### config.mk
export PLATFORM = sky130hd
export DESIGN_NAME = hazard_ctrl
export DESIGN_NICKNAME = d
export VERILOG_FILES = /design/src/rtl/combi_pkg.sv /design/src/rtl/hz_down_counter.sv /design/src/rtl/hazard_ctrl.sv
export SDC_FILE = /design/constraint.sdc
export NUM_CORES = 1
export LEC_CHECK = 0
export CORE_UTILIZATION = 32
export CTS_BUF_LIST = sky130_fd_sc_hd__clkbuf_4
export DETAILED_ROUTE_END_ITERATION = 7
export MAX_ROUTING_LAYER = met4
export PLACE_DENSITY = 0.79
export SYNTH_ARGS = -nofsm -noshare
export SYNTH_HDL_FRONTEND = slang
export SYNTH_SLANG_ARGS = --single-unit
### constraint.sdc
create_clock -name clk -period 2.3 [get_ports clk]
set_clock_uncertainty 0.15 [all_clocks]
set_input_delay 0.345 -clock clk [delete_from_list [all_inputs] [get_ports clk]]
set_output_delay 0.345 -clock clk [all_outputs]
set_load 0.03 [all_outputs]
### src/rtl/combi_pkg.sv
// combi_pkg: shared state encoding and register-index width for the hazard sequencer
package combi_pkg;
  localparam int REG_W = 5;
  typedef enum logic [1:0] {HZ_BOOT, HZ_RUN, HZ_MUL_BUSY} hz_state_t;
endpackage

### src/rtl/hz_down_counter.sv
// hz_down_counter: loadable down-counter shared by boot hold-off and multiply occupancy
module hz_down_counter #(
  parameter int W = 2
) (
  input  logic         clk,
  input  logic         i_load,
  input  logic [W-1:0] i_val,
  input  logic         i_dec,
  output logic         o_is_one,
  output logic         o_is_zero
);
  logic [W-1:0] r_cnt;
  always_ff @(posedge clk) r_cnt <= i_load ? i_val : (i_dec && r_cnt != '0) ? r_cnt - W'(1) : r_cnt;
  assign o_is_one  = r_cnt == W'(1);
  assign o_is_zero = r_cnt == '0;
endmodule

### src/rtl/hazard_ctrl.sv
// hazard_ctrl: stall/flush sequencer for the combined ARM/RISC-V five-stage pipeline
// Registered BOOT/RUN/MUL_BUSY state; stall and flush outputs decoded combinationally from it.
module hazard_ctrl import combi_pkg::*; #(
  parameter int BOOT_CYCLES = 2,
  parameter int MUL_LAT     = 3,
  parameter int REG_W       = combi_pkg::REG_W
) (
  input  logic             clk,
  input  logic             rst,
  input  logic             armD,
  input  logic             armE,
  input  logic             armM,
  input  logic             armW,
  input  logic [REG_W-1:0] Rs1D,
  input  logic [REG_W-1:0] Rs2D,
  input  logic [REG_W-1:0] RdE,
  input  logic             RegWriteE,
  input  logic             LoadE,
  input  logic [1:0]       BranchTakenE,
  input  logic             PCSrcD,
  input  logic             PCSrcE,
  input  logic             PCSrcM,
  input  logic             PCSrcW,
  input  logic             MulStartE,
  output logic             StallF,
  output logic             StallD,
  output logic             FlushD,
  output logic             StallE,
  output logic             FlushE,
  output logic             BubbleM,
  output logic             MulDoneE,
  output logic [1:0]       StateO
);
  localparam int   CMAX      = BOOT_CYCLES > MUL_LAT ? BOOT_CYCLES : MUL_LAT;
  localparam int   CW        = $clog2(CMAX + 1);
  localparam logic MUL_MULTI = MUL_LAT > 1;
  function automatic logic f_load_use(input logic load, input logic wr, input logic arm,
                                      input logic [REG_W-1:0] rd, input logic [REG_W-1:0] rs1,
                                      input logic [REG_W-1:0] rs2);
    return load & wr & (arm | rd != '0) & (rd == rs1 | rd == rs2);
  endfunction
  function automatic logic f_pend(input logic ad, input logic pd, input logic ae, input logic pe,
                                  input logic am, input logic pm);
    return (ad & pd) | (ae & pe) | (am & pm);
  endfunction
  hz_state_t     r_state, w_next;
  logic          w_redir, w_mul, w_lu, w_pend, w_cnt_end, w_is_one, w_is_zero;
  logic          w_load, w_dec;
  logic [CW-1:0] w_load_val;
  logic          w_unused;
  // A PC write already in W needs no action: fetch simply picks up ResultW.
  assign w_unused   = armW ^ PCSrcW;
  assign w_redir    = BranchTakenE != 2'b00;
  assign w_mul      = MUL_MULTI & MulStartE & ~w_redir;
  assign w_lu       = f_load_use(LoadE, RegWriteE, armE, RdE, Rs1D, Rs2D);
  assign w_pend     = f_pend(armD, PCSrcD, armE, PCSrcE, armM, PCSrcM);
  assign w_cnt_end  = w_is_one | w_is_zero;
  assign w_load     = rst | (r_state == HZ_RUN & w_mul);
  assign w_load_val = rst ? CW'(BOOT_CYCLES) : CW'(MUL_LAT - 1);
  assign w_dec      = r_state == HZ_BOOT | r_state == HZ_MUL_BUSY;
  assign StateO     = r_state;
  hz_down_counter #(.W(CW)) u_cnt (
    .clk      (clk),
    .i_load   (w_load),
    .i_val    (w_load_val),
    .i_dec    (w_dec),
    .o_is_one (w_is_one),
    .o_is_zero(w_is_zero)
  );
  always_comb begin
    w_next = HZ_BOOT;
    if (r_state == HZ_BOOT) w_next = w_cnt_end ? HZ_RUN : HZ_BOOT;
    else if (r_state == HZ_MUL_BUSY) w_next = w_cnt_end ? HZ_RUN : HZ_MUL_BUSY;
    else if (r_state == HZ_RUN) w_next = w_mul ? HZ_MUL_BUSY : HZ_RUN;
  end
  always_ff @(posedge clk) r_state <= rst ? HZ_BOOT : w_next;
  always_comb begin
    {StallF, StallD, FlushD, StallE, FlushE, BubbleM, MulDoneE} = '0;
    if (rst || r_state == HZ_BOOT) {StallF, FlushD, FlushE} = 3'b111;
    else if (r_state == HZ_MUL_BUSY) begin
      if (w_cnt_end) MulDoneE = 1'b1;
      else {StallF, StallD, StallE, BubbleM} = 4'hf;
    end else if (r_state == HZ_RUN) begin
      MulDoneE = MUL_MULTI ? 1'b0 : MulStartE & ~w_redir;
      // Load-use outranks pend so D is held rather than flushed when both apply.
      if (w_redir) {FlushD, FlushE} = 2'b11;
      else if (w_mul) {StallF, StallD, StallE, BubbleM} = 4'hf;
      else if (w_lu) {StallF, StallD, FlushE} = 3'b111;
      else if (w_pend) {StallF, FlushD} = 2'b11;
    end
  end
endmodule

==> results_dict.tcl <==
set metrics [dict create \
    outcome "finished with violations" \
    violations "design-rule violations, negative setup slack" \
    synth_compound_area_share_pct 23.8 \
    irDropWorstVdd_uv 382 \
    clkLatencyLatePin_ps 250 \
    clkPwrFrac_pct 14.9 \
    synth-seq-cells 4 \
    worstMarginPinSlew_ps 439 \
    setup_ws_ps -116 \
    die_h_um 39.6 \
    antenna_left 0 \
    yosysTopAreaCell "xnor2_1" \
    rsz0062_at_grt "true" \
    grt_pass1_wl_um 2630 \
    max_freq_mhz 414 \
    dieArea_um2 1570 \
    wirelength_um 2180 \
    io_buffers 36 \
    synth_fa_ha_area_share_pct 5.54 \
    core_um2 1300 \
    max_slew_margin_pct 70.5 \
    syn_area_um2 452 \
    synthXorXnorAreaFrac_pct 21.3 \
    fin_util_pct 85.9 \
    io_pins 39 \
    syn-num-nets 91 \
    synthCells 59 \
    cts_root_buffer "clkbuf_4" \
    cp-start-kind "primary input" \
    drive_gt1_share_pct 39.3 \
    initial_core_util_pct 34.7 \
    power.density_nw_per_um2 555 \
    yosys_warnings 0 \
    hold_viol_final 0 \
    first_iter_violations 22 \
    grt_max_degree 8 \
    min_period_ps 2420 \
    fin_total_pwr_mw 0.620 \
    place_ws_ps -911 \
    rows 13 \
    synthTopCellsByArea "xnor2_1 (21%), dfxtp_1 (18%), ha_1 (5.5%)" \
    dpl.hpwl_um 1410 \
    hold_path.startpoint "u_cnt.r_cnt[1]" \
    area_growth_pct 147 \
    r2r-start "u_cnt.r_cnt[0]" \
    setup_viol 3 \
    clkSlewWorstSetupHoldPaths_ps 40 \
    arrival_ps 1920 \
    syn_area_per_cell_um2 7.66 \
    combPwrFrac_pct 68.6 \
    min_delay_path_depth 2 \
    p_sw_share_pct 39.2 \
    wl_per_cell_um 15.9 \
    grt_pass1_vias 690 \
    die_w_um 39.6 \
    endpoint_kind "primary output" \
    power_frac_seq_pct 16.5 \
    worstRegToRegCells 6 \
    htree_levels 1 \
    synth.area.mux_share_pct 0 \
    min_path_type "reg -> reg" \
    p_switching_mw 0.243 \
    max_cap_violations 0 \
    synth_simple_gate_area_share_pct 24.9 \
    cts_buffer_depth 2 \
    synth_top_area_share_pct 21.3 \
    path_max_fanout 4 \
    p_int_mw 0.377 \
    fin_crit_sh_pct 105 \
    synth_top_family_by_area "simple AND/OR/NAND/NOR gates" \
    yosys_most_used_dff "dfxtp_1" \
    synth_cell_types 29 \
    async_flop_share_pct 0 \
    drtPass1Iterations 6 \
    rrSetupSlack_ps 880 \
    ys_seq_area_share_pct 17.7 \
    synth_enable_flop_cells 0 \
    cts_tree "done" \
    holdPathEnd "u_cnt.r_cnt[1]" \
    leakage_nw 0.592 \
    drc_errors 2 \
    maxSlewViolCount 0 \
    critPathKind "in -> out" \
    dr_total_vias 734 \
    cts_buffers 3 \
    r2r-end "u_cnt.r_cnt[0]" \
    overflow 0 \
    antenna_found_initial 0 \
    grt_usage_pct 25.9 \
    cp.required_ps 1800 \
    place.gp.congestion 0.750 \
    hold_buffers 0 \
    num-nets-final 156 \
    cts.sinks 4 \
    via_per_inst 5.36 \
    antenna_cells 0 \
]
==> placed cells by master, fill, tap and decap left out, types with 2 or more instances in the layout <==
master           netlist  layout
buf_4                  1      29
buf_6                  0       6
clkbuf_4               0       3
clkdlybuf4s50_1        0      11
dfxtp_1                4       4
dlymetal6s2s_1         0      13
ha_1                   2       2
inv_1                  6       6
nand2_1                4       4
nand3_1                2       2
nor2_1                 6       6
xnor2_1               11      10
==> layout make-up <==
type / instances / area (um^2)
fillers: 78 / 184
clock buffers: 3 / 22.5
multi-input cells: 48 / 402
flip-flops and latches: 4 / 80.1
repair buffers: 61 / 572
inverters: 6 / 22.5
well taps: 15 / 18.8
==> state kept, by name (all words and copies together), names as in the netlist <==
name,cells
StateO,2
u_cnt.r_cnt,2
==> routing by layer <==
layer / vias to the layer above / wire (um) / GRT usage (%)
met1: 348 / 845 / 23.2
met4: 0 / 10 / 9.48
met5: - / 0 / -
met2: 43 / 1180 / 49.2
li1: 341 / - / -
met3: 2 / 138 / 9.09
==> synthesized netlist by cell type (2+ instances only) <==
cell type / count
dfxtp_1: 4
nand3_1: 2
nor3_1: 2
nor2_1: 6
ha_1: 2
xnor2_1: 11
nand2_1: 4
a21boi_0: 2
inv_1: 6
==> worst max path at each step <==
| stage | from | to |
|---|---|---|
| after floorplan | StateO[0] | StallD |
| after global placement | RdE[0] | StallF |
| after detailed placement | RdE[0] | StallF |
| after CTS | RdE[3] | StallF |
| after global routing | RdE[2] | StallF |
| final | RdE[2] | StallF |
==> kinds of logic (layout without fill, tap and decap cells) <==
group           after synthesis  in the layout
flops                         4              4
simple gates                 22             22
fa+ha+maj                     2              2
buf+inv                       7             70
compound gates               13             13
xor+xnor                     11             11
==> power groups by stage <==
| stage | clock network (mW) | logic (mW) | registers [mW] |
|---|---|---|---|
| 6_report | 0.0922 | 0.425 | 0.102 |
| 5_1_grt | 0.0973 | 0.455 | 0.105 |
| 4_1_cts | 0.0930 | 0.400 | 0.102 |
| 3_5_place_dp | 0 | 0.394 | 0.103 |
| 3_3_place_gp | 0 | 0.381 | 0.103 |
| 2_1_floorplan | 0 | 0.163 | 0.124 |
==> worst max-delay path: stages <==
cell      delay (ps)
buf_6             90
or4_4            540
o311a_4          360
a211oi_4         250
o211ai_1         130
buf_4            200
==> repair_timing <==
item / in CTS / in global routing
resized for setup: 38 / 21
setup endpoints to repair: 4 / 6
setup buffers: 1 / 0
pin swaps: 5 / 20
==> stage by stage <==
step           hold slack [ps]  TNS (ps)  instances  area [um^2]
2_1_floorplan              267         0         59          455
3_3_place_gp               404     -2440        133          997
3_5_place_dp               406     -2720        133          997
4_1_cts                    411      -207        137         1050
5_1_grt                    447      -326        137         1120
6_report                   410      -192        137         1120
(Power assumes the default switching activity.)
